[src/rtl/alu_pkg.sv]
// Shared ALU definitions: opcode constants, opcode legality check and the
// requester-id type used by the arbiter and the ALU datapath.
package alu_pkg;

  localparam logic [2:0] ALU_AND = 3'b000;
  localparam logic [2:0] ALU_OR  = 3'b001;
  localparam logic [2:0] ALU_ADD = 3'b010;
  localparam logic [2:0] ALU_SUB = 3'b110;
  localparam logic [2:0] ALU_SLT = 3'b111;

  // Identifies which issue port produced a response (0 or 1).
  typedef logic req_id_t;

  function automatic logic op_legal(input logic [2:0] op);
    case (op)
      ALU_AND, ALU_OR, ALU_ADD, ALU_SUB, ALU_SLT: op_legal = 1'b1;
      default:                                    op_legal = 1'b0;
    endcase
  endfunction

endpackage

[src/rtl/alu.sv]
// Combinational 32-bit ALU: AND, OR, wrapping ADD/SUB and unsigned SLT.
// Unlisted opcodes produce zero.
module alu
  import alu_pkg::*;
#(
  parameter int WIDTH = 32
) (
  input  logic [2:0]       op,
  input  logic [WIDTH-1:0] a,
  input  logic [WIDTH-1:0] b,
  output logic [WIDTH-1:0] result,
  output logic             zero
);

  always_comb begin
    // NOTE: assigning a default before the case keeps every path driven,
    // so no latch is inferred for opcodes the case does not list.
    result = '0;
    case (op)
      ALU_AND: result = a & b;
      ALU_OR:  result = a | b;
      ALU_ADD: result = a + b;
      ALU_SUB: result = a - b;
      ALU_SLT: result = {{(WIDTH-1){1'b0}}, (a < b)};
      default: result = '0;
    endcase
  end

  assign zero = (result == '0);

endmodule

[src/rtl/alu_arbiter.sv]
// Round-robin sharing of one ALU between two requesters, with a one-entry
// tagged response register. Define ALU_ARB_ILLEGAL_OP_EN to flag illegal opcodes on rsp_err.
module alu_arbiter
  import alu_pkg::*;
#(
  parameter int WIDTH = 32
) (
  input  logic             clk,
  input  logic             rst_n,
  input  logic             req0_valid,
  output logic             req0_ready,
  input  logic [2:0]       req0_op,
  input  logic [WIDTH-1:0] req0_a,
  input  logic [WIDTH-1:0] req0_b,
  input  logic             req1_valid,
  output logic             req1_ready,
  input  logic [2:0]       req1_op,
  input  logic [WIDTH-1:0] req1_a,
  input  logic [WIDTH-1:0] req1_b,
  output logic             rsp_valid,
  input  logic             rsp_ready,
  output logic             rsp_id,
  output logic [WIDTH-1:0] rsp_result,
  output logic             rsp_zero,
  output logic             rsp_err
);

  typedef enum logic {EMPTY, FULL} state_t;

  state_t           state_q;
  req_id_t          last_grant_q;
  req_id_t          grant;
  logic             grant_valid;
  logic             can_accept;
  logic             accept;
  logic [2:0]       alu_op;
  logic [WIDTH-1:0] alu_a;
  logic [WIDTH-1:0] alu_b;
  logic [WIDTH-1:0] alu_result;
  logic             alu_zero;

  // On contention the requester that did not win last time gets the ALU.
  assign grant_valid = req0_valid | req1_valid;
  assign grant       = (req0_valid && req1_valid) ? ~last_grant_q : req1_valid;
  assign can_accept  = (state_q == EMPTY) || rsp_ready;
  assign accept      = can_accept && grant_valid;

  // Readies are forced low while reset is asserted, not just after release.
  assign req0_ready  = rst_n && accept && (grant == 1'b0);
  assign req1_ready  = rst_n && accept && (grant == 1'b1);

  assign alu_op = grant ? req1_op : req0_op;
  assign alu_a  = grant ? req1_a  : req0_a;
  assign alu_b  = grant ? req1_b  : req0_b;

  alu #(.WIDTH(WIDTH)) u_alu (
    .op     (alu_op),
    .a      (alu_a),
    .b      (alu_b),
    .result (alu_result),
    .zero   (alu_zero)
  );

  assign rsp_valid = (state_q == FULL);

  always_ff @(posedge clk or negedge rst_n) begin
    if (!rst_n) begin
      // NOTE: the response fields are reset too, since their post-reset
      // values are visible to the consumer; last_grant starts at 1 so req0
      // wins the first contention.
      state_q      <= EMPTY;
      last_grant_q <= 1'b1;
      rsp_id       <= 1'b0;
      rsp_result   <= '0;
      rsp_zero     <= 1'b0;
    end else if (accept) begin
      // NOTE: non-blocking assignments so every register samples the
      // pre-edge values, independent of statement order.
      state_q      <= FULL;
      last_grant_q <= grant;
      rsp_id       <= grant;
      rsp_result   <= alu_result;
      rsp_zero     <= alu_zero;
    end else if (state_q == FULL && rsp_ready) begin
      state_q <= EMPTY;
    end
  end

`ifdef ALU_ARB_ILLEGAL_OP_EN
  always_ff @(posedge clk or negedge rst_n) begin
    if (!rst_n) begin
      rsp_err <= 1'b0;
    end else if (accept) begin
      rsp_err <= ~op_legal(alu_op);
    end
  end
`else
  assign rsp_err = 1'b0;
`endif

endmodule

[config.mk]
export PLATFORM = sky130hd
export DESIGN_NAME = alu_arbiter
export DESIGN_NICKNAME = d
export VERILOG_FILES = /design/src/rtl/alu_pkg.sv /design/src/rtl/alu.sv /design/src/rtl/alu_arbiter.sv
export SDC_FILE = /design/constraint.sdc
export NUM_CORES = 1
export LEC_CHECK = 0
export ABC_CLOCK_PERIOD_IN_PS = 7300
export BUFFER_PORTS_ARGS = -buffer_cell sky130_fd_sc_hd__buf_4
export CAP_MARGIN = 40
export CORE_MARGIN = 2
export CORE_UTILIZATION = 40
export DETAILED_ROUTE_END_ITERATION = 12
export PLACE_DENSITY_LB_ADDON = 0.05
export SLEW_MARGIN = 5
export SYNTH_ARGS = -nofsm -noshare
export SYNTH_HDL_FRONTEND = slang
export SYNTH_SLANG_ARGS = --single-unit
[constraint.sdc]
create_clock -name clk -period 7.3 [get_ports clk]
set_clock_uncertainty 0.2 [all_clocks]
set_input_delay 0.73 -clock clk [delete_from_list [all_inputs] [get_ports clk]]
set_output_delay 0.73 -clock clk [all_outputs]
set_load 0.03 [all_outputs]
**Word-level counts from Yosys, hierarchy flattened**

Cells that the tools add are included.

- $add $sub $neg: 2
- Order comparisons: 1
- Equal/unequal tests: 4
- Bitwise logic cells: 6
- Reductions and logical operators: 10
- Multiplexer cells: 7

Operator list:

| kind | count |
|---|---|
| $pmux W32 S5 | 1 |
| $mux W32 | 2 |
| $add A32 B32 Y32 | 1 |
| $and A32 B32 Y32 | 1 |
| $logic_not A32 Y1 | 1 |
| $lt A32 B32 Y1 | 1 |
| $or A32 B32 Y32 | 1 |
| $sub A32 B32 Y32 | 1 |
| $eq A3 B3 Y1 const B | 2 |
| $logic_and A1 B1 Y1 | 6 |
| $eq A3 B1 Y1 const B | 1 |
| $eq A3 B2 Y1 const B | 1 |
| $logic_not A3 Y1 | 1 |
| $mux W1 | 3 |
| $mux W3 | 1 |
| $not A1 Y1 | 3 |
| $reduce_bool A2 Y1 | 1 |
| $logic_or A1 B1 Y1 | 1 |
| $or A1 B1 Y1 | 1 |

- Bits in registers: 36
- Output and inout bits: 38
- Word-level logic and storage cells: 35

**Longest topological paths before layout**

Gate-level depths: netlist of run 1.

- Depth after elaboration: 6
- Mapped depth: 19
- Gate-level depth less buffers: 16

**Hierarchy**

A second synthesis of run 1 with hierarchy kept.

- Cell total of the unflattened synthesis: 974
- Area total of the unflattened synthesis: 7868.8 µm²

Modules (own cells, without submodules):

| module | times used | area an instance (µm²) | cells each |
|---|---|---|---|
| alu | 1 | 5390.2 | 811 |
| alu_arbiter | 1 | 2478.6 | 163 |

**Worst setup path before layout of run 1**

OpenSTA, ideal clock, no wires.

- Path type: input-to-reg
- From: in req1_valid
- To: reg rsp_zero
- Library setup time: 0.095 ns
- Stages: 17
- Path slack: 2.052 ns
- Path buffers: 3
- Arrival: 4.952 ns
- Cells stage by stage: a21boi_4 -> buf_4 -> clkbuf_1 -> buf_1 -> mux2i_1 -> inv_1 -> ha_1 -> nor2_1 -> o311ai_1 -> a2111oi_0 -> nor3_1 -> xnor2_1 -> o221ai_1 -> or4_1 -> nor4_1 -> nand4_1 -> o31ai_1

- Word-level cells in the longest chain between the ends: 6

RTL lines:

| item | RTL line | source |
|---|---|---|
| from (decl) | alu_arbiter.sv:15 | `input logic req1_valid,` |
| $logic_and A1 B1 Y1 | alu_arbiter.sv:44 | `assign grant = (req0_valid && req1_valid) ? ~last_grant_q : req1_valid;` |
| $mux W1 | alu_arbiter.sv:44 |  |
| $mux W32, or another cell as far along | alu_arbiter.sv:53 | `assign alu_a = grant ? req1_a : req0_a;` |
| $sub A32 B32 Y32, or another cell as far along | alu.sv:23 | `ALU_SUB: result = a - b;` |
| $pmux W32 S5 | alu.sv:19 | `case (op)` |
| $logic_not A32 Y1 | alu.sv:29 | `assign zero = (result == '0);` |
| to (signal assigned) | alu_arbiter.sv:83 | `rsp_zero <= alu_zero;` |
| to (decl) | alu_arbiter.sv:24 | `output logic rsp_zero,` |

Parallel ways exist; a longest one is shown, timed or not.
A chain may end at the register's enable or synchronous reset.

**Final worst setup path of run 1**

Ends and elaborated chain as after synthesis.

==> results.py, run 1 <==
metrics = {
    "final_layout": {
        "area_growth_pct": 21.4,
        "final_nets": 1404,
        "drive_gt1_share_pct": 24.8,
        "antenna-diode-count": 0,
        "utilization_pct": 49.6,
        "stdcell_area_sq_mm": 0.00932,
        "mostFrequentLayoutCell": "buf_4",
        "layout_common_cells": "buf_4 (183), ha_1 (102), inv_1 (96), nor2_1 (91), a21oi_1 (82)",
        "fillCellCount": 1932,
    },
    "timing": {
        "setup_ws_ps": 1790,
        "hold_violations": 0,
        "worstMarginPinSlew_ps": 928,
        "final.setup.tns_ps": 0,
        "max_freq_mhz": 181,
        "rsz0062_at_grt": "false",
        "final.period_utilization_pct": 75.5,
        "layout_min_cycle_time_ps": 5510,
        "setup-violations-final": 0,
        "finalMaxSlewViolations": 0,
        "maxSlewHeadroom_pct": 36.6,
    },
    "cts": {
        "postCtsSetupBuffers": 0,
        "cts-resized-gates": 0,
        "h-tree-depth": 2,
        "clk_latency_ps": 270,
        "root_buffer": "clkbuf_16",
        "clkTransAtPathRegs_ps": 60,
        "clkSinkCount": 36,
        "cts_buffers": 5,
        "cts_tree": "built",
        "hold_buffers": 0,
        "clock_path_buffers": 2,
    },
    "placement": {
        "numPortBuffers": 175,
        "dp_hpwl_mm": 21.7,
        "dpl_cell_area_sq_mm": 0.00916,
        "gp_congestion": 0.995,
        "post-place-ws_ps": 1510,
    },
    "grt": {
        "antenna_found_initial": 0,
        "grt_usage_pct": 25.7,
        "grt_pass1_vias": 7447,
        "grt_pass1_wl_mm": 41.2,
        "overflow": 0,
        "grt_max_degree": 48,
    },
    "power_and_ir_drop": {
        "vdd_ir_drop_max_uv": 98.6,
        "p_leak_nw": 4.36,
        "power_density_mw_per_mm2": 188,
    },
    "detailed_routing": {
        "wl_met2_mm": 11.9,
        "drt-met1-wl_mm": 12.5,
        "final_antenna_net_count": 0,
        "drt-pass1-iter-count": 5,
        "dr_wl_met3_mm": 2.15,
        "drcViolationCount": 0,
        "vias": 8375,
        "drtIter0Drc": 786,
        "dr.max_layer_used": "met4",
        "drt_wl_total_mm": 27.2,
        "routedWlPerCell_microns": 19.5,
        "viasPerCell": 6.00,
    },
    "worst_setup_path": {
        "required_ps": 7290,
        "critPathLaunchType": "input port",
        "crit_fanout": 35,
        "critical_path_class": "in -> reg",
        "critical_path_arrival_ps": 5500,
        "worstSetupEndpointType": "flip-flop",
    },
    "floorplan": {
        "die_h_microns": 143,
        "ioPinCount": 177,
        "die_width_microns": 143,
        "die_area_sq_mm": 0.0203,
        "core_area_sq_mm": 0.0188,
        "initial_core_util_pct": 40.9,
        "rows": 50,
    },
    "yosys": {
        "syn_nets": 1266,
        "synth-edff-count": 0,
        "synth_cell_types": 74,
        "async_flop_share_pct": 100,
        "yosysSeqAreaShare_pct": 11.8,
        "ys_warn_count": 0,
        "synth_seq_cells": 36,
        "netlist_instances": 1023,
        "synth-main-ff-cell": "dfrtp_1",
        "synthesis.area_sq_mm": 0.00767,
        "avgSynthCellArea_sq_um": 7.50,
    },
    "min_path": {
        "holdCritPathClass": "in -> async",
    },
    "flow_run": {
        "cap_violations": 0,
    },
    "outcome": {
        "status": "completed",
    },
}
## metrics by stage
| step | power [mW] | std cells | hold slack [ps] |
|---|---|---|---|
| final | 1.75 | 1396 | 217 |
| after CTS | 1.74 | 1396 | 240 |
| after global routing | 1.88 | 1396 | 259 |
| after global placement | 1.51 | 1387 | 266 |
| after floorplan | 1.11 | 1023 | 234 |
| after detailed placement | 1.50 | 1388 | 276 |
## sequential cells by signal (all words and copies together), names as in the netlist
name,cells
last_grant_q,1
rsp_id,1
rsp_result,32
rsp_valid,1
rsp_zero,1
## synthesized netlist by cell type (all sizes together) (6+ instances only)
| cell type | number | area [sq um] |
|---|---|---|
| mux2i | 22 | 220 |
| ha | 102 | 1280 |
| a221oi | 10 | 87.6 |
| o311ai | 9 | 78.8 |
| o211ai | 13 | 97.6 |
| a211oi | 18 | 135 |
| a31oi | 10 | 62.6 |
| mux2 | 74 | 833 |
| a21oi | 82 | 410 |
| xnor2 | 15 | 131 |
| o31ai | 13 | 97.6 |
| nand4 | 14 | 87.6 |
| nor3 | 15 | 75.1 |
| clkbuf | 36 | 135 |
| nor2 | 91 | 342 |
| dfrtp | 35 | 876 |
| and2 | 8 | 50.1 |
| inv | 96 | 360 |
| o21a | 6 | 45.0 |
| nand3 | 14 | 70.1 |
| buf | 17 | 80.1 |
| nor4 | 7 | 43.8 |
| a221o | 10 | 100 |
| a21o | 9 | 67.6 |
| a21boi | 6 | 56.3 |
| o221ai | 12 | 105 |
| nor2b | 14 | 87.6 |
| nand2 | 76 | 285 |
| nand2b | 10 | 62.6 |
| o21ai | 65 | 325 |
| o21bai | 14 | 105 |
| nor3b | 9 | 67.6 |
## layer usage
layer,global-route usage (%),vias to the layer above
met5,0,-
met4,6.10,0
met3,3.80,37
met2,40.1,394
met1,37.3,3924
li1,-,4020
## report_power, final
group          switching [mW]  internal (mW)
Combinational           0.752          0.478
Clock                  0.0832          0.145
Sequential             0.0418          0.251
## worst paths after layout
kind / to / cells past startpoint / slack [ps] / startpoint
worst max-delay path: rsp_zero / 15 / 1790 / req1_valid
worst min-delay path: rsp_id / 1 / 220 / rst_n
worst max register to register: rsp_zero / 14 / 1990 / last_grant_q
worst min register to register: rsp_result[30] / 2 / 280 / rsp_result[30]
max in group asynchronous: rsp_result[1] / 1 / 6330 / rst_n
min in group clk: rsp_result[30] / 2 / 280 / rsp_result[30]
## critical path: stages
cell and delay (ps):
buf_4 110, a21boi_4 240, buf_4 420, mux2_2 400, ha_1 420, o21ba_2 330, nand2_1 80, a2111oi_0 800
nor3_1 200, xnor2_1 210, o221ai_1 220, or4_1 610, nor4_1 360, nand4_1 130, o31ai_1 230
## final cells by class
type	instances	area, sq um	share of cell area, %
multi-input cells	838	6220	66.8
repair buffers	184	1390	14.9
flip-flops and latches	36	902	9.68
inverters	96	360	3.87
well taps	234	293	3.14
clock buffers	8	156	1.68
## cells by family (layout without fill, tap and decap cells)
kind of cell / Yosys count / count (layout) / share of synthesized area [%]
compound gates: 337 / 337 / 30.3
simple gates: 282 / 282 / 17.5
buf+inv: 149 / 288 / 7.50
fa+ha+maj: 104 / 104 / 17.2
mux: 96 / 96 / 13.7
flops: 36 / 36 / 11.8
xor+xnor: 18 / 18 / 2.05
other cells: 1 / 1 / 0.0489
Power figures use the tool's default switching activity.
==> run 2, diff against run 1 <==
Settings changed: ABC_AREA from default to 1, ABC_CLOCK_PERIOD_IN_PS 7300 to 4570.
Clock period 7.3 ns to 4.57 ns, I/O delays scaled along.
==> results.py, run 2 <==
metrics = {
    "outcome": {
        "status": "completed",
    },
    "timing": {
        "worstMarginPinSlew_ps": 642,
        "finalMaxSlewViolations": 0,
        "rsz0062_at_grt": "false",
        "hold_violations": 0,
        "final.setup.tns_ps": 0,
        "final.period_utilization_pct": 91.8,
        "setup-violations-final": 0,
        "layout_min_cycle_time_ps": 4200,
        "max_freq_mhz": 238,
        "maxSlewHeadroom_pct": 57.2,
    },
    "final_layout": {
        "layout_common_cells": "nand2_1 (593), inv_1 (355), buf_4 (183), nor2_1 (181), nand3_1 (133)",
        "multi_input_area_sq_mm": 0.00641,
        "mostFrequentLayoutCell": "nand2_1",
        "drive_gt1_share_pct": 12.6,
        "fillCellCount": 2505,
        "antenna-diode-count": 0,
        "largest-register": "rsp_result",
        "seqCellArea_sq_um": 902,
        "largest_reg_flops": 32,
        "final_nets": 2108,
        "area_growth_pct": 19.3,
    },
    "power_and_ir_drop": {
        "vdd_ir_drop_max_uv": 145,
        "intPower_mw": 1.35,
        "p_sw_mw": 1.70,
        "pwr-share-seq_pct": 14.2,
        "swShare_pct": 55.7,
        "p_leak_nw": 6.58,
        "comb_power_share_pct": 73.1,
        "p_clk_share_pct": 12.8,
        "power_density_mw_per_mm2": 287,
        "p_total_mw": 3.06,
    },
    "yosys": {
        "yosys.area.top_type_share_pct": 25.0,
        "synth_mux_area_share_pct": 0,
        "synthSimpleGateAreaFrac_pct": 45.5,
        "async_flop_share_pct": 100,
        "avgSynthCellArea_sq_um": 5.18,
        "synthesis.area_sq_mm": 0.00891,
        "synth_cell_types": 38,
        "synth-main-ff-cell": "dfrtp_1",
        "yosys.area_share.xor_xnor_pct": 0.393,
        "synth_top_family_by_area": "simple AND/OR/NAND/NOR gates",
        "synth_top_cell_by_area": "nand2_1",
        "yosysSeqAreaShare_pct": 10.1,
        "yosys-top-cells-count": "nand2_1 (593), inv_1 (355), nor2_1 (182)",
        "synth_fa_ha_area_share_pct": 14.8,
        "synth_seq_cells": 36,
        "ys_top_cells_by_area": "nand2_1 (25%), inv_1 (15%), ha_1 (14%), dfrtp_1 (9.8%), nor2_1 (7.7%)",
        "syn_nets": 1964,
        "synth-compound-area-share_pct": 11.1,
        "post-synth-top-count-cell": "nand2_1",
        "synth-edff-count": 0,
        "netlist_instances": 1721,
        "ys_warn_count": 0,
    },
    "grt": {
        "grt_pass1_wl_mm": 54.0,
        "grt_max_degree": 64,
        "grt_usage_pct": 29.2,
        "antenna_found_initial": 0,
        "overflow": 0,
        "grt_pass1_vias": 10077,
    },
    "placement": {
        "numPortBuffers": 175,
        "gp_congestion": 1.03,
        "dp_hpwl_mm": 29.7,
    },
    "cts": {
        "cts_tree": "built",
        "h-tree-depth": 2,
        "clkTransAtPathRegs_ps": 60,
        "clk_latency_ps": 280,
        "cts_buffers": 5,
        "clock_path_buffers": 2,
        "root_buffer": "clkbuf_16",
        "clkSinkCount": 36,
    },
    "worst_setup_path": {
        "critPathSlowestCell": "dfstp_2",
        "critical_path_arrival_ps": 4220,
        "worstSetupEndpointType": "flip-flop",
        "crit_buf_inv": 4,
        "cpMostUsedCell": "nand2_1",
        "crit_fanout": 18,
        "critPathLaunchType": "flip-flop",
        "cpPeakStageDelay_ps": 540,
        "required_ps": 4590,
        "cp_top_family": "simple AND/OR/NAND/NOR gates",
        "critical_path_class": "reg -> reg",
    },
    "floorplan": {
        "core_area_sq_mm": 0.0218,
        "die_h_microns": 153,
        "rows": 54,
        "die_area_sq_mm": 0.0235,
        "die_width_microns": 153,
        "ioPinCount": 177,
        "initial_core_util_pct": 40.8,
    },
    "detailed_routing": {
        "vias": 10691,
        "drcViolationCount": 0,
        "drt-pass1-iter-count": 8,
        "drtIter0Drc": 907,
        "routedWlPerCell_microns": 16.3,
        "viasPerCell": 4.98,
        "drt_wl_total_mm": 34.9,
        "final_antenna_net_count": 0,
    },
    "flow_run": {
        "cap_violations": 0,
    },
    "min_path": {
        "holdCritPathClass": "reg -> reg",
    },
}
## run 2: cell count changes after synthesis, moves of 14 or more
cell      previous run  this run
a211oi_1            18         0
nor2b_1             14         0
or2_2                3        18
nor2_1              91       182
nand3_1             14       133
nand2_1             76       593
clkbuf_1            36        20
inv_1               96       355
mux2_2              74         0
mux2i_1             22         0
o21ai_0             65       100
## run 2: timing repair
item | 4_1_cts | 5_1_grt
hold buffers | 1 | 0
setup buffers | 0 | 0
setup endpoints to repair | 0 | 1
resized for setup | 0 | 1
hold endpoints to repair | 35 | 0
## run 2: worst paths after layout
check	from	endpoint	slack, ps	cells after the start
worst min-delay path	rsp_id	rsp_id	270	2
min in group asynchronous	rst_n	rsp_result[2]	480	2
max in group asynchronous	rst_n	last_grant_q	3330	2
worst max register to register	last_grant_q	rsp_zero	370	26
worst max-delay path	last_grant_q	rsp_zero	370	26
worst min register to register	rsp_id	rsp_id	270	2
## run 2: logic make-up (layout without fill, tap and decap cells)
family	count (synthesis)	count (layout)
AOI/OAI and AO/OA	188	188
xor gates and xnor gates	4	4
adders and majority gates	104	104
buffers and inverters	409	554
DFF	36	36
other	1	1
and+or+nand+nor	979	979
## run 2: routing by layer
metal | vias to the layer above | GRT usage, % | wire length (microns)
li1 | 5484 | - | -
met3 | 54 | 3.12 | 2480
met4 | 0 | 8.77 | 1040
met5 | - | 0 | 0
met1 | 4751 | 39.0 | 15600
met2 | 402 | 49.4 | 15800
## run 2: through the flow
| step | utilization (%) | hold slack, ps | worst slack [ps] | cell area (sq um) | instances |
|---|---|---|---|---|---|
| finish | 48.7 | 272 | 375 | 10600 | 2146 |
| global route | 48.7 | 294 | 26.2 | 10600 | 2146 |
| CTS | 48.7 | 275 | 327 | 10600 | 2146 |
| detailed placement | 47.9 | 250 | 278 | 10500 | 2137 |
| global placement | 47.8 | 247 | 293 | 10400 | 2136 |
| floorplan | - | -38.6 | 790 | 8910 | 1721 |
## run 2: layout make-up
class	instances	area share, %
clock inverters	3	0.400
multi-input cells	1276	60.3
flip-flops and latches	36	8.48
well taps	280	3.29
clock buffers	5	1.18
inverters	359	12.7
repair buffers	187	13.6
## run 2: power by group through the flow
stage          Combinational, mW  Clock (mW)  Sequential [mW]
2_1_floorplan               1.32           0            0.564
3_3_place_gp                2.19           0            0.438
3_5_place_dp                2.19           0            0.437
4_1_cts                     2.20       0.393            0.433
5_1_grt                     2.48       0.409            0.443
6_report                    2.23       0.390            0.433
## run 2: worst min-delay path, cell delays in order, from the launching register on
cell and delay (ps):
dfrtp_1 340, nand2_1 50, nand2_1 40
==> run 3, diff against run 2 <==
Settings changed: ABC_CLOCK_PERIOD_IN_PS 4570 to 5100, PLACE_DENSITY from default to 0.71, PLACE_DENSITY_LB_ADDON 0.05 to default.
Clock period 4.57 ns to 5.1 ns, I/O delays scaled along.
==> results.py, run 3 (synthesized netlist as in run 2, its figures left out) <==
metrics = {
    "worst_setup_path": {
        "cpPeakStageDelay_ps": 530,
        "crit_buf_inv": 3,
        "critPathLaunchType": "flip-flop",
        "critPathSlowestCell": "dfstp_2",
        "crit_fanout": 21,
        "cpMostUsedCell": "nand2_1",
        "worstSetupEndpointType": "flip-flop",
        "critical_path_arrival_ps": 4230,
        "required_ps": 5120,
        "crit_chain": "nand2_2 -> nand2_4 -> inv_2 -> or2_2 -> o21ai_0 -> inv_1 -> ha_1 -> nand2_1 -> inv_1 -> nand2_1 -> nor3_1 -> nand2_1 -> nand2_1 -> nand2_1 -> nand3_1 -> nand3_1 -> nor2_1 -> nand2_1 -> nor2_1 -> nand2_1 -> nor2_1 -> nand3_1 -> nand2_1",
        "cp_top_family": "simple AND/OR/NAND/NOR gates",
        "critical_path_class": "reg -> reg",
    },
    "floorplan": {
        "core_area_sq_mm": 0.0218,
        "ioPinCount": 177,
        "die_area_sq_mm": 0.0235,
        "die_h_microns": 153,
        "initial_core_util_pct": 40.8,
        "rows": 54,
        "die_width_microns": 153,
    },
    "outcome": {
        "status": "completed",
    },
    "cts": {
        "cts_tree": "built",
        "clkTransAtPathRegs_ps": 50,
        "cts_buffers": 5,
        "clock_path_buffers": 2,
        "cts-resized-gates": 0,
        "h-tree-depth": 2,
        "clk_latency_ps": 280,
        "root_buffer": "clkbuf_16",
        "clkSinkCount": 36,
    },
    "timing": {
        "maxSlewHeadroom_pct": 41.0,
        "finalMaxSlewViolations": 0,
        "layout_min_cycle_time_ps": 4210,
        "rsz0062_at_grt": "false",
        "holdWs_ps": 269,
        "setup_ws_ps": 889,
        "worstMarginPinSlew_ps": 882,
        "final.period_utilization_pct": 82.6,
        "setup-violations-final": 0,
        "final.setup.tns_ps": 0,
        "hold_violations": 0,
        "max_freq_mhz": 237,
    },
    "placement": {
        "numPortBuffers": 175,
        "dpl_cell_area_sq_mm": 0.0104,
        "gp_congestion": 1.01,
        "post-place-ws_ps": 915,
        "dp_hpwl_mm": 29.4,
    },
    "power_and_ir_drop": {
        "p_clk_share_pct": 11.3,
        "p_sw_mw": 1.51,
        "pwr-share-seq_pct": 14.5,
        "comb_power_share_pct": 74.2,
        "swShare_pct": 56.3,
        "p_leak_nw": 6.54,
        "power_density_mw_per_mm2": 253,
        "vdd_ir_drop_max_uv": 135,
        "intPower_mw": 1.17,
    },
    "detailed_routing": {
        "final_antenna_net_count": 0,
        "drtIter0Drc": 863,
        "drcViolationCount": 0,
        "drt-pass1-iter-count": 6,
        "drt_wl_total_mm": 34.3,
        "routedWlPerCell_microns": 16.0,
        "viasPerCell": 5.04,
        "vias": 10805,
    },
    "final_layout": {
        "largest_reg_flops": 32,
        "area_growth_pct": 18.4,
        "stdcell_area_sq_mm": 0.0106,
        "mostFrequentLayoutCell": "nand2_1",
        "drive_gt1_share_pct": 12.3,
        "final_nets": 2105,
        "layout_common_cells": "nand2_1 (593), inv_1 (355), nor2_1 (182), buf_4 (182), nand3_1 (133)",
        "largest-register": "rsp_result",
        "antenna-diode-count": 0,
    },
    "grt": {
        "grt_max_degree": 60,
        "antenna_found_initial": 0,
        "overflow": 0,
        "grt_pass1_wl_mm": 53.6,
        "grt_usage_pct": 28.4,
        "grt_pass1_vias": 10130,
    },
    "flow_run": {
        "cap_violations": 0,
    },
    "min_path": {
        "holdCritPathClass": "reg -> reg",
    },
}
==> run 3: worst paths after layout <==
| kind | from | endpoint | slack (ps) | cells past startpoint |
|---|---|---|---|---|
| max | last_grant_q | rsp_zero | 890 | 23 |
| min | rsp_id | rsp_id | 270 | 2 |
| max reg2reg | last_grant_q | rsp_zero | 890 | 23 |
| min reg2reg | rsp_id | rsp_id | 270 | 2 |
| max in group asynchronous | rst_n | last_grant_q | 3830 | 2 |
| min in group asynchronous | rst_n | rsp_result[27] | 540 | 2 |
==> run 3: area by class of cell <==
class | count | area (sq um)
Timing Repair Buffer | 184 | 1400
Fill cell | 2466 | 11300
Inverter | 359 | 1350
Sequential cell | 36 | 902
Multi-Input combinational cell | 1276 | 6410
Tap cell | 280 | 350
Clock buffer | 8 | 146
==> run 3: power groups by stage <==
stage,clock network (mW),registers (mW),logic [mW]
floorplan,0,0.506,1.18
detailed placement,0,0.390,1.95
global route,0.317,0.394,2.20
finish,0.302,0.388,1.99
CTS,0.304,0.387,1.96
global placement,0,0.391,1.93
==> run 3: per-stage QoR <==
| stage | std cells | power [mW] | utilization (%) |
|---|---|---|---|
| after floorplan | 1721 | 1.69 | - |
| after global placement | 2133 | 2.33 | 47.6 |
| after detailed placement | 2134 | 2.34 | 47.6 |
| after CTS | 2143 | 2.65 | 48.4 |
| after global routing | 2143 | 2.91 | 48.4 |
| final | 2143 | 2.68 | 48.4 |
==> run 3: metal layers <==
layer  track usage, %  routed length, microns  up-vias
met5                0                       0        -
met4             4.67                     529        0
met3             2.27                    2130       36
met2             49.3                   15700      397
met1             39.1                   15900     4887
li1                 -                       -     5485
==> run 3: tightest hold or removal path: cells and delay by family, from the launching register on <==
| family | cells | cell delay (ps) |
|---|---|---|
| simple gates | 2 | 100 |
| flops | 1 | 340 |
==> run 3: repair_timing <==
action / CTS / global route
setup buffers: 0 / 0
hold buffers: 1 / 0
hold endpoints to repair: 13 / 0
